### src/rtl/hamming_pkg.sv
// Shared definitions for the Hamming(15,11)+parity SECDED encoder and decoder.
package hamming_pkg;

  localparam int CODE_W = 16;
  localparam int MSG_W  = 11;

  // Hamming positions holding data bits d1..d11 (msg[0]..msg[10]).
  localparam logic [3:0] DATA_POS [MSG_W] = '{
    4'd3, 4'd5, 4'd6, 4'd7, 4'd9, 4'd10, 4'd11, 4'd12, 4'd13, 4'd14, 4'd15
  };

  // Coverage masks of the parity groups: every position whose index has
  // bit k set belongs to group p(2**k). Bit 0 (p0) is never part of a group.
  localparam logic [CODE_W-1:0] P1_MASK = 16'hAAAA;
  localparam logic [CODE_W-1:0] P2_MASK = 16'hCCCC;
  localparam logic [CODE_W-1:0] P4_MASK = 16'hF0F0;
  localparam logic [CODE_W-1:0] P8_MASK = 16'hFF00;

  typedef enum logic [2:0] {
    IDLE  = 3'd0,
    ENC   = 3'd1,
    WR_LO = 3'd2,
    WR_HI = 3'd3,
    DONE  = 3'd4
  } enc_state_t;

endpackage

### src/rtl/hamming16_enc.sv
// Combinational SECDED encoder: 11-bit message -> 16-bit codeword.
// Bits 1..15 are a Hamming(15,11) code, bit 0 is overall even parity.
module hamming16_enc
  import hamming_pkg::*;
(
  input  logic [MSG_W-1:0]  msg,
  output logic [CODE_W-1:0] code
);

  logic [CODE_W-1:0] data_word;
  logic [CODE_W-1:0] ham_word;

  // Scatter data bits to their non-power-of-two positions.
  always_comb begin
    data_word = '0;
    for (int i = 0; i < MSG_W; i++) begin
      data_word[DATA_POS[i]] = msg[i];
    end
  end

  // Parity positions are still zero in data_word, so each group XOR over
  // data_word yields the parity bit that makes that group even.
  always_comb begin
    ham_word    = data_word;
    ham_word[1] = ^(data_word & P1_MASK);
    ham_word[2] = ^(data_word & P2_MASK);
    ham_word[4] = ^(data_word & P4_MASK);
    ham_word[8] = ^(data_word & P8_MASK);
  end

  // p0 makes the full 16-bit word even.
  always_comb begin
    code    = ham_word;
    code[0] = ^ham_word[CODE_W-1:1];
  end

endmodule

### src/rtl/hamming_enc_writer.sv
// Encoder-side initiator: captures a message on start, encodes it to a
// 16-bit SECDED codeword and writes it as two bytes into consecutive
// register-file entries (low byte at dst_addr, high byte at dst_addr+1).
// The register-file write port has no handshake: a cycle with wr_en=1 is
// a completed write. start is a request sampled only in IDLE; there is no
// ready, and start while busy is simply dropped.
module hamming_enc_writer
  import hamming_pkg::*;
#(
  parameter int pw = 4
) (
  input  logic              clk,
  input  logic              reset,
  input  logic              start,
  input  logic [MSG_W-1:0]  msg,
  input  logic [pw-1:0]     dst_addr,
  output logic              busy,
  output logic              done,
  output logic              wr_en,
  output logic [pw-1:0]     wr_addr,
  output logic [7:0]        dat_out,
  output logic [CODE_W-1:0] code_out
);

  enc_state_t        state;
  logic [MSG_W-1:0]  msg_q;
  logic [pw-1:0]     addr_q;
  logic [CODE_W-1:0] code_q;
  logic [CODE_W-1:0] code_c;

  hamming16_enc u_enc (
    .msg  (msg_q),
    .code (code_c)
  );

  assign busy = (state != IDLE);

  // Sequencer: outputs are registered, so each transition loads the
  // outputs that belong to the state being entered.
  always_ff @(posedge clk) begin
    if (reset) begin
      state    <= IDLE;
      msg_q    <= '0;
      addr_q   <= '0;
      code_q   <= '0;
      done     <= 1'b0;
      wr_en    <= 1'b0;
      wr_addr  <= '0;
      dat_out  <= '0;
      code_out <= '0;
    end else begin
      done  <= 1'b0;
      wr_en <= 1'b0;
      case (state)
        IDLE: begin
          if (start) begin
            msg_q  <= msg;
            addr_q <= dst_addr;
            state  <= ENC;
          end
        end
        ENC: begin
          code_q  <= code_c;
          wr_en   <= 1'b1;
          wr_addr <= addr_q;
          dat_out <= code_c[7:0];
          state   <= WR_LO;
        end
        WR_LO: begin
          wr_en   <= 1'b1;
          wr_addr <= addr_q + 1'b1;
          dat_out <= code_q[15:8];
          state   <= WR_HI;
        end
        WR_HI: begin
          done     <= 1'b1;
          code_out <= code_q;
          state    <= DONE;
        end
        DONE: begin
          state <= IDLE;
        end
        default: begin
          state <= IDLE;
        end
      endcase
    end
  end

endmodule

### config.mk
export PLATFORM = sky130hd
export DESIGN_NAME = hamming_enc_writer
export DESIGN_NICKNAME = d
export VERILOG_FILES = /design/src/rtl/hamming_pkg.sv /design/src/rtl/hamming16_enc.sv /design/src/rtl/hamming_enc_writer.sv
export SDC_FILE = /design/constraint.sdc
export NUM_CORES = 1
export LEC_CHECK = 0
export CORE_ASPECT_RATIO = 1.75
export CORE_MARGIN = 2
export CORE_UTILIZATION = 54
export CTS_BUF_LIST = sky130_fd_sc_hd__clkbuf_8
export DETAILED_ROUTE_END_ITERATION = 10
export PLACE_DENSITY = 0.89
export SLEW_MARGIN = 20
export SYNTH_ARGS = -nofsm -noshare
export SYNTH_HDL_FRONTEND = slang
export SYNTH_SLANG_ARGS = --single-unit
### constraint.sdc
create_clock -name clk -period 1.8 [get_ports clk]
set_clock_uncertainty 0.15 [all_clocks]
set_input_delay 0.18 -clock clk [delete_from_list [all_inputs] [get_ports clk]]
set_output_delay 0.18 -clock clk [all_outputs]
set_load 0.01 [all_outputs]
==> results of run 1 <==
==> synth_stat cells, types with 2 or more instances <==
| cell | instances | area (um2) |
|---|---|---|
| nand2_1 | 102 | 382.9 |
| dfxtp_1 | 64 | 1281 |
| a21oi_1 | 52 | 260.3 |
| clkbuf_1 | 10 | 37.54 |
| nor2_1 | 10 | 37.54 |
| buf_2 | 7 | 35.03 |
| a22oi_1 | 5 | 37.54 |
| xnor3_1 | 5 | 112.6 |
| a22o_1 | 4 | 35.03 |
| a31oi_1 | 4 | 25.02 |
| xnor2_1 | 4 | 35.03 |
| buf_4 | 3 | 22.52 |
| xor2_1 | 3 | 26.28 |
| a222oi_1 | 2 | 20.02 |
| nand3b_1 | 2 | 15.01 |
| o21ai_0 | 2 | 10.01 |
| or3b_2 | 2 | 17.52 |
| xor3_1 | 2 | 47.55 |
==> layer usage <==
metal  vias to the layer above  wire, um
met4                         0       182
li1                       1107         -
met5                         -         0
met3                        15       345
met1                      1051      2289
met2                        90      3250
==> flip-flops by register name, summed over array words and instances, names as in the netlist <==
register and flops:
done 1, wr_en 1, dat_out 8, state 3, addr_q 4, wr_addr 4
code_out 16, msg_q 11, code_q 16
==> layout make-up <==
| type | instances | area, um2 | share of cell area, % |
|---|---|---|---|
| Multi-Input combinational cell | 216 | 1242 | 36.53 |
| Timing Repair Buffer | 59 | 585.6 | 17.22 |
| Inverter | 1 | 3.754 | 0.1104 |
| Sequential cell | 64 | 1284 | 37.75 |
| Clock inverter | 6 | 82.58 | 2.428 |
| Tap cell | 52 | 65.06 | 1.913 |
| Clock buffer | 10 | 137.6 | 4.047 |
==> how the worst max path moves through the flow <==
stage	start	endpoint	slack [ps]	cells past startpoint
finish	msg_q[7]	dat_out[0]	80	4
global route	msg_q[3]	dat_out[0]	7	4
CTS	state[0]	busy	5	3
detailed placement	msg_q[8]	dat_out[0]	110	4
global placement	state[0]	wr_addr[0]	190	3
floorplan	state[1]	wr_addr[2]	210	5
==> worst max-delay path, stage by stage, from the launching register on <==
cell	delay (ps)
dfxtp_1	430
xor2_1	220
xnor3_1	450
xor2_1	220
o22ai_1	120
==> cells by family after synthesis <==
| group | after synthesis | synth area share (%) |
|---|---|---|
| xor+xnor | 16 | 10.52 |
| buf+inv | 21 | 3.776 |
| fa+ha+maj | 1 | 0.4779 |
| flops | 64 | 48.95 |
| compound gates | 74 | 16.11 |
| simple gates | 125 | 20.17 |
==> report_power, final <==
part	switching, mW	total [mW]	internal [mW]
Sequential	0.0703	1.56	1.49
Clock	0.556	1.37	0.809
Combinational	0.257	0.561	0.303
==> placed cells by master (no fill, tap or decap), drive strengths merged, types with 3 or more instances in the layout <==
cell / synthesis / routed
a21oi: 52 / 52
a22o: 4 / 4
a22oi: 5 / 5
a31oi: 4 / 4
buf: 10 / 12
clkbuf: 10 / 10
clkdlybuf4s50: 0 / 46
clkinv: 0 / 3
dfxtp: 64 / 64
nand2: 102 / 102
nor2: 11 / 11
o21ai: 3 / 3
xnor2: 4 / 4
xnor3: 6 / 6
xor2: 3 / 3
xor3: 3 / 3
==> through the flow <==
| step | power [mW] | hold WS, ps | setup slack, ps | instance area (um2) | utilization [%] |
|---|---|---|---|---|---|
| after floorplan | 1.946 | 166.0 | 208.7 | 2618 | - |
| after global placement | 2.113 | 292.3 | 188.4 | 3163 | 67.79 |
| after detailed placement | 2.128 | 295.9 | 106.9 | 3163 | 67.79 |
| after CTS | 3.495 | 86.44 | 5.365 | 3397 | 72.81 |
| after global routing | 3.619 | 114.4 | 6.794 | 3401 | 72.89 |
| final | 3.484 | 103.2 | 80.78 | 3401 | 72.89 |
==> timing repair <==
action | 4_1_cts | 5_1_grt
gates resized for setup | 2 | 2
gates cloned | 0 | 0
pin swaps | 1 | 1
setup endpoints to repair | 1 | 2
hold buffers | 0 | 0
setup buffers | 1 | 0
==> metrics.yaml, run 1 <==
sta:
  slew-limit-headroom_pct: 67.19
  setup_violations: 0
  layout_min_cycle_time_ps: 1719
  min_period_over_period_pct: 95.51
  worst_pin_slew_ps: 488.6
  drv_slew: 0
  fmax_mhz: 581.7
  rsz0062_at_grt: "false"
  timing.setup.tns_ps: 0
  finalHoldViolations: 0
floorplan:
  io_pins: 49
  die_h_um: 96.10
  die_w_um: 56.63
  die_area_um2: 5442
  initial_core_util_pct: 56.10
  core_um2: 4666
  core.rowCount: 33
clocking:
  cts_buffer_depth: 2
  cts.sinks: 64
  clockRootBuffer: "clkbuf_8"
  htree_levels: 3
  path_clk_slew_ps: 70
  cts_made_buffers: 9
  cts_tree: "built"
  clk_latency_ps: 340
placement:
  port-buffer-count: 48
  place_inst: 391
  place.gp.congestion: 0.8134
  hpwl_um: 4112
global_route:
  grtUsageMet2_pct: 43.41
  antenna_found_initial: 0
  use_met3_pct: 4.167
  grt_max_degree: 38
  grt_pass1_wl_um: 10020
  met1_usage_pct: 27.04
  grt_remaining_overflow: 0
  top_usage_layer: "met2"
  grt_pass1_vias: 2156
  grt_util_all_layers_pct: 24.64
worst_setup_path:
  arrival_ps: 1780
  cp-start-kind: "register"
  cp_max_fo: 4
  r2r_cells: 4
  reg2reg_slack_ps: 80
  r2r_start: "msg_q[7]"
  r2r-end: "dat_out[0]"
  cp.required_ps: 1870
  end_kind: "register"
  crit_type: "register to register"
logic_synthesis:
  ys_ff_latch: 64
  seq_area_frac_synth_pct: 48.95
  synth_area_um2: 2618
  async_flop_share_pct: 0
  ys_types: 36
  yosys_warnings: 0
  synthFlopType: "dfxtp_1"
  netlist_instances: 301
  avgSynthCellArea_um2: 8.696
  synth-edff-count: 0
  syn-num-nets: 320
min_path:
  whs_endpoint: "dat_out[4]"
  worstHoldStart: "reset"
  hold_class: "primary input to register"
  hold_depth: 2
drt:
  dr.pass1.iters: 4
  drt_iter0_drc: 83
  ant_nets: 0
  viasPerCell: 5.547
  drc: 0
  route.vias.total: 2263
  drt_wl_total_um: 6069
  wl_per_cell_um: 14.88
final_layout:
  nFillCells: 339
  nets: 370
  drive_gt1_share_pct: 10.67
  num_antenna_cells: 0
  layoutNonFillerInstCount: 408
  syn_to_final_growth_pct: 29.92
pwr:
  leakagePower_nw: 1.301
  p_per_area_nw_per_um2: 1025
  peakVddDrop_v: 0.0007820
job:
  max-cap-violations: 0
run_status:
  status: "finished, final reports clean"
Power figures use the tool's default switching activity.
==> run 2, diff against run 1 <==
--- a/config.mk
+++ b/config.mk
@@ -5,7 +5,7 @@
 export SDC_FILE = /design/constraint.sdc
 export NUM_CORES = 1
 export LEC_CHECK = 0
-export CORE_ASPECT_RATIO = 1.75
+export CORE_ASPECT_RATIO = 0.5
 export CORE_MARGIN = 2
 export CORE_UTILIZATION = 54
 export CTS_BUF_LIST = sky130_fd_sc_hd__clkbuf_8
==> run 2 against run 1 <==
- critical path depth stayed put
- non-clock buffer count is 2 higher
- combinational power grew 2%
- flip-flop and latch count unchanged
- final cell count rose by 3.4%
- clock power shrank 10%
- worst setup slack got worse by 33 ps
- register-to-register slack got worse by 30 ps
- clock-buffer cell count is 1 higher
- via count up 4.2%
- critical path type unchanged
==> metrics.yaml, run 2 (same netlist as run 1, synthesis figures left out) <==
run_status:
  status: "finished, final reports clean"
final_layout:
  drive_gt1_share_pct: 12.08  # +1.4 points
  nets: 372  # +0.54%
  layout_commonest_cell: "nand2_1"
  largestRegisters: "code_out (16), code_q (16), msg_q (11)"
  final_cell_mix: "102 x nand2_1, 59 x dfxtp_1, 52 x a21oi_1"
  layoutNonFillerInstCount: 422  # +3.4%
  num_antenna_cells: 0  # unchanged
  syn_to_final_growth_pct: 30.11
worst_setup_path:
  cp.required_ps: 1860  # about the same
  r2r_cells: 4  # unchanged
  crit_type: "register to register"
  arrival_ps: 1810  # +30 ps
  r2r_start: "msg_q[3]"
  reg2reg_slack_ps: 50  # -30 ps
  cp_max_fo: 4  # unchanged
  cp-start-kind: "register"
  r2r-end: "dat_out[0]"
  end_kind: "register"
clocking:
  cts_made_buffers: 9  # unchanged
  clockRootBuffer: "clkbuf_8"
  cts_tree: "built"
  cts.sinks: 64  # unchanged
  postCtsSetupBuffers: 0  # -1
  path_clk_slew_ps: 70  # about the same
  htree_levels: 3  # unchanged
  cts_buffer_depth: 2  # unchanged
  clk_latency_ps: 350  # about the same
floorplan:
  io_pins: 49  # unchanged
  die_w_um: 102.5  # +81%
  core_um2: 4531  # -2.9%
  die_area_um2: 5454  # +0.22%
  initial_core_util_pct: 57.77  # +1.7 points
  core.rowCount: 17  # -48%
  die_h_um: 53.23  # -45%
global_route:
  grt_max_degree: 21  # -45%
  grt_pass1_wl_um: 10740  # +7.2%
  grt_pass1_vias: 2160  # +0.19%
  grt_util_all_layers_pct: 27.59  # +3.0 points
  grt_remaining_overflow: 0  # unchanged
  antenna_found_initial: 0  # unchanged
job:
  max-cap-violations: 0  # unchanged
drt:
  drc: 0  # unchanged
  dr.pass1.iters: 6  # +2
  ant_nets: 0  # unchanged
  drt_iter0_drc: 222  # +170%
  route.vias.total: 2357  # +4.2%
  viasPerCell: 5.585  # +0.70%
  drt_wl_total_um: 6710  # +11%
  wl_per_cell_um: 15.90  # +6.9%
min_path:
  hold_depth: 2  # unchanged
  hold_class: "primary input to register"
  worstHoldStart: "reset"
  whs_endpoint: "code_out[12]"
sta:
  slew-limit-headroom_pct: 72.02  # +4.8 points
  hold_ws_ps: 85.25  # -17.95 ps
  worst_pin_slew_ps: 416.7  # -71.93 ps
  rsz0062_at_grt: "false"
  finalHoldViolations: 0  # unchanged
  layout_min_cycle_time_ps: 1753  # +33.45 ps
  drv_slew: 0  # unchanged
  fmax_mhz: 570.6  # -1.9%
  setup_violations: 0  # unchanged
  min_period_over_period_pct: 97.37  # +1.9 points
  timing.setup.tns_ps: 0  # unchanged
placement:
  port-buffer-count: 48  # unchanged
  place_inst: 408  # +4.3%
  hpwl_um: 4670  # +14%
  place.gp.congestion: 0.8193  # +0.73%
pwr:
  leakagePower_nw: 1.284  # -1.3%
  peakVddDrop_v: 0.0005614  # -28%
  p_per_area_nw_per_um2: 990.0  # -3.4%
==> run 2: cell count changes in the layout (fill, tap and decap cells not counted), moves of 2 or more <==
cell      delta
dfxtp_1      -3
buf_12       -2
dfxtp_2      +2
buf_4        +4
clkinv_2     -2
==> run 2: how the worst max path moves through the flow <==
| stage | startpoint | end | slack, ps |
|---|---|---|---|
| 3_5_place_dp | msg_q[5] | dat_out[0] | 60 |
| 3_3_place_gp | msg_q[10] | dat_out[0] | 180 |
| 6_report | msg_q[3] | dat_out[0] | 50 |
| 4_1_cts | msg_q[7] | dat_out[0] | 40 |
| 5_1_grt | msg_q[3] | dat_out[0] | 20 |
| 2_1_floorplan | state[1] | wr_addr[2] | 210 |
==> run 2: layout make-up <==
class                           instances  area (um2)
Timing Repair Buffer                   61       571.8
Clock buffer                           11       151.4
Fill cell                             310        1125
Tap cell                               66       82.58
Inverter                                1       3.754
Multi-Input combinational cell        216        1264
Sequential cell                        64        1290
Clock inverter                          3       42.54
==> run 2: metal layers <==
metal / wire (um) / GRT usage [%] / part of all wire (%) / vias up
met5: 0 / 0 / 0 / -
met4: 123 / 9.333 / 1.8 / 0
met3: 640 / 10.44 / 9.5 / 22
met2: 3164 / 44.77 / 47 / 138
met1: 2781 / 34.19 / 41 / 1091
li1: - / - / - / 1106
==> run 2: report_power, final <==
group,total (mW),internal (mW),switching [mW]
clock network,1.23,0.697,0.532
logic,0.573,0.300,0.273
registers,1.57,1.49,0.0806
total,3.37,2.49,0.886
==> run 2: worst max-delay path, cell delays in order, from the launching register on <==
cell and delay (ps):
dfxtp_1 370, xnor2_1 380, xnor3_1 320, xor2_1 260, o22ai_1 140
==> run 2: per-stage QoR <==
step / util, % / worst slack (ps) / power, mW / area (um2)
final: 75.17 / 47.33 / 3.372 / 3406
after global routing: 75.17 / 18.69 / 3.485 / 3406
after CTS: 75.09 / 43.77 / 3.363 / 3402
after detailed placement: 70.15 / 57.42 / 2.142 / 3178
after global placement: 70.15 / 183.4 / 2.110 / 3178
after floorplan: - / 208.7 / 1.946 / 2618
==> run 2: timing repair <==
item / CTS / global route
resized for setup: 8 / 3
hold buffers: 0 / 0
setup endpoints to repair: 2 / 1
hold endpoints to repair: 0 / 0
==> run 3, diff against run 2 <==
--- a/config.mk
+++ b/config.mk
@@ -5,12 +5,15 @@
 export SDC_FILE = /design/constraint.sdc
 export NUM_CORES = 1
 export LEC_CHECK = 0
+export CELL_PAD_IN_SITES_DETAIL_PLACEMENT = 1
+export CELL_PAD_IN_SITES_GLOBAL_PLACEMENT = 1
 export CORE_ASPECT_RATIO = 0.5
 export CORE_MARGIN = 2
-export CORE_UTILIZATION = 54
+export CORE_UTILIZATION = 40
 export CTS_BUF_LIST = sky130_fd_sc_hd__clkbuf_8
 export DETAILED_ROUTE_END_ITERATION = 10
-export PLACE_DENSITY = 0.89
+export MAX_ROUTING_LAYER = met4
+export PLACE_DENSITY = 0.88
 export SLEW_MARGIN = 20
 export SYNTH_ARGS = -nofsm -noshare
 export SYNTH_HDL_FRONTEND = slang
==> run 3 against run 2 <==
- sequential power about the same
- core utilization is 19 points lower
- fmax is 0.90% higher
- worst setup slack gained 16 ps
- power grew 5.5%
- final cell count is 6.2% higher
- critical endpoint is now code_q[4]
- largest cell class unchanged
- highest routed layer unchanged
==> metrics.yaml, run 3 (same netlist as run 1, synthesis figures left out) <==
drt:
  drt_wl_total_um: 8253  # +23%
  ant_nets: 0  # unchanged
  drt_iter0_drc: 140  # -37%
  wl_per_cell_um: 18.42  # +16%
  topRoutingLayerUsed: "met4"
  dr.pass1.iters: 5  # -1
  viasPerCell: 5.277  # -5.5%
  route.vias.total: 2364  # +0.30%
  wl_met2_um: 3887  # +23%
  met3_wirelength_um: 636  # -0.63%
  wl_met1_um: 3544  # +27%
  drc: 0  # unchanged
clocking:
  postCtsSetupBuffers: 0  # unchanged
  cts_buffer_depth: 2  # unchanged
  cts_tree: "built"
  htree_levels: 3  # unchanged
  clk_latency_ps: 350  # about the same
  clockRootBuffer: "clkbuf_8"
  path_clk_slew_ps: 70  # about the same
  cts_made_buffers: 9  # unchanged
  cts.sinks: 64  # unchanged
pwr:
  peakVddDrop_v: 0.0003333  # -41%
  clock_power_share_pct: 38.4  # +2.0 points
  netSwitchingFraction_pct: 27.32  # +1.1 points
  power_frac_comb_pct: 17.3  # +0.3 points
  leakagePower_nw: 1.314  # +2.4%
  p_switching_mw: 0.9718  # +9.7%
  pwr-share-seq_pct: 44.2  # -2.4 points
  p_per_area_nw_per_um2: 1012  # +2.2%
  p_int_mw: 2.585  # +4.0%
worst_setup_path:
  arrival_ps: 1820  # about the same
  cp_max_fo: 4  # unchanged
  end_kind: "register"
  cp.required_ps: 1880  # +20 ps
  crit_type: "register to register"
  cp-start-kind: "register"
floorplan:
  die_h_um: 61.20  # +15%
  initial_core_util_pct: 42.18  # -16 points
  core_um2: 6206  # +37%
  die_area_um2: 7246  # +33%
  io_pins: 49  # unchanged
  core.rowCount: 20  # +3
  die_w_um: 118.4  # +16%
sta:
  layout_min_cycle_time_ps: 1737  # -15.59 ps
  slew-limit-headroom_pct: 68.58  # -3.4 points
  drv_slew: 0  # unchanged
  worst_pin_slew_ps: 470.8  # +54.10 ps
  fmax_mhz: 575.7  # +0.90%
  setup_slack_ps: 62.92  # +15.59 ps
  setup_violations: 0  # unchanged
  rsz0062_at_grt: "true"
  finalHoldViolations: 0  # unchanged
  min_period_over_period_pct: 96.50  # -0.87 points
final_layout:
  syn_to_final_growth_pct: 34.27
  final_util_pct: 56.63  # -19 points
  nets: 374  # +0.54%
  largestRegisters: "code_out (16), code_q (16), msg_q (11)"
  num_antenna_cells: 0  # unchanged
  final_cell_mix: "102 x nand2_1, 58 x dfxtp_1, 52 x a21oi_1"
  drive_gt1_share_pct: 13.33  # +1.3 points
  layout_commonest_cell: "nand2_1"
job:
  max-cap-violations: 0  # unchanged
min_path:
  hold_class: "primary input to register"
global_route:
  grt_pass1_wl_um: 12770  # +19%
  grt_remaining_overflow: 0  # unchanged
  grt_util_all_layers_pct: 24.76  # -2.8 points
  grt_max_degree: 24  # +14%
  grt_pass1_vias: 2456  # +14%
  antenna_found_initial: 0  # unchanged
placement:
  place.gp.congestion: 0.8520  # +4.0%
  pre_cts_slack_ps: 66.62  # +9.202 ps
  hpwl_um: 5712  # +22%
  port-buffer-count: 48  # unchanged
run_status:
  status: "finished, final reports clean"
run 3: cell types whose count changed in the layout (fill, tap and decap cells not counted):
cell / previous run / this run
buf_12: 0 / 3
buf_4: 13 / 11
clkbuf_8: 11 / 9
clkinvlp_4: 1 / 3
dfxtp_2: 4 / 6
buf_6: 0 / 1
bufinv_16: 1 / 2
clkinv_4: 0 / 1
dfxtp_1: 59 / 58
dfxtp_4: 1 / 0
run 3: layout make-up:
class / instances / area, um2
flip-flops and latches: 64 / 1289
repair buffers: 63 / 628.1
multi-input cells: 216 / 1264
fillers: 732 / 2691
clock inverters: 7 / 96.34
clock buffers: 9 / 123.9
well taps: 88 / 110.1
inverters: 1 / 3.754
run 3: per-layer routing:
metal | GRT usage, % | vias to the layer above
met2 | 43.52 | 101
met1 | 28.25 | 1131
li1 | - | 1113
met5 | - | -
met4 | 9.184 | 0
met3 | 6.574 | 19
run 3: final timing paths:
path                            startpoint          to  slack [ps]  depth (start not counted)
worst min-delay path                 reset  wr_addr[3]         130                          2
worst min register to register   code_q[5]   code_q[5]         310                          2
worst max-delay path              msg_q[3]   code_q[4]          60                          4
worst max register to register    msg_q[3]   code_q[4]          60                          4
run 3: critical path: stages, from the launching register on:
cell and delay, ps:
dfxtp_1 380, xnor2_1 400, xnor3_1 450, nand2_1 140
a21oi_1 100
run 3: power groups by stage:
stage	sequential, mW	combinational [mW]	clock, mW
floorplan	1.58	0.369	0
global placement	1.59	0.565	0
CTS	1.57	0.608	1.37
detailed placement	1.59	0.591	0
finish	1.57	0.617	1.37
global route	1.58	0.658	1.44
run 3: repair_timing:
item / in CTS / in global routing
setup endpoints to repair: 1 / 3
endpoints found under the hold margin: 0 / 0
hold buffers: 0 / 0
gates resized for setup: 7 / 5
pin swaps: 0 / 0
run 3: stage by stage:
stage	instance area, um2	total power [mW]	cells	setup TNS (ps)	hold slack [ps]
floorplan	2618	1.946	301	0	166.0
global placement	3258	2.150	432	0	293.9
detailed placement	3258	2.185	432	0	298.1
CTS	3496	3.547	448	0	120.5
global route	3515	3.677	448	-7.855	137.2
finish	3515	3.557	448	0	131.4
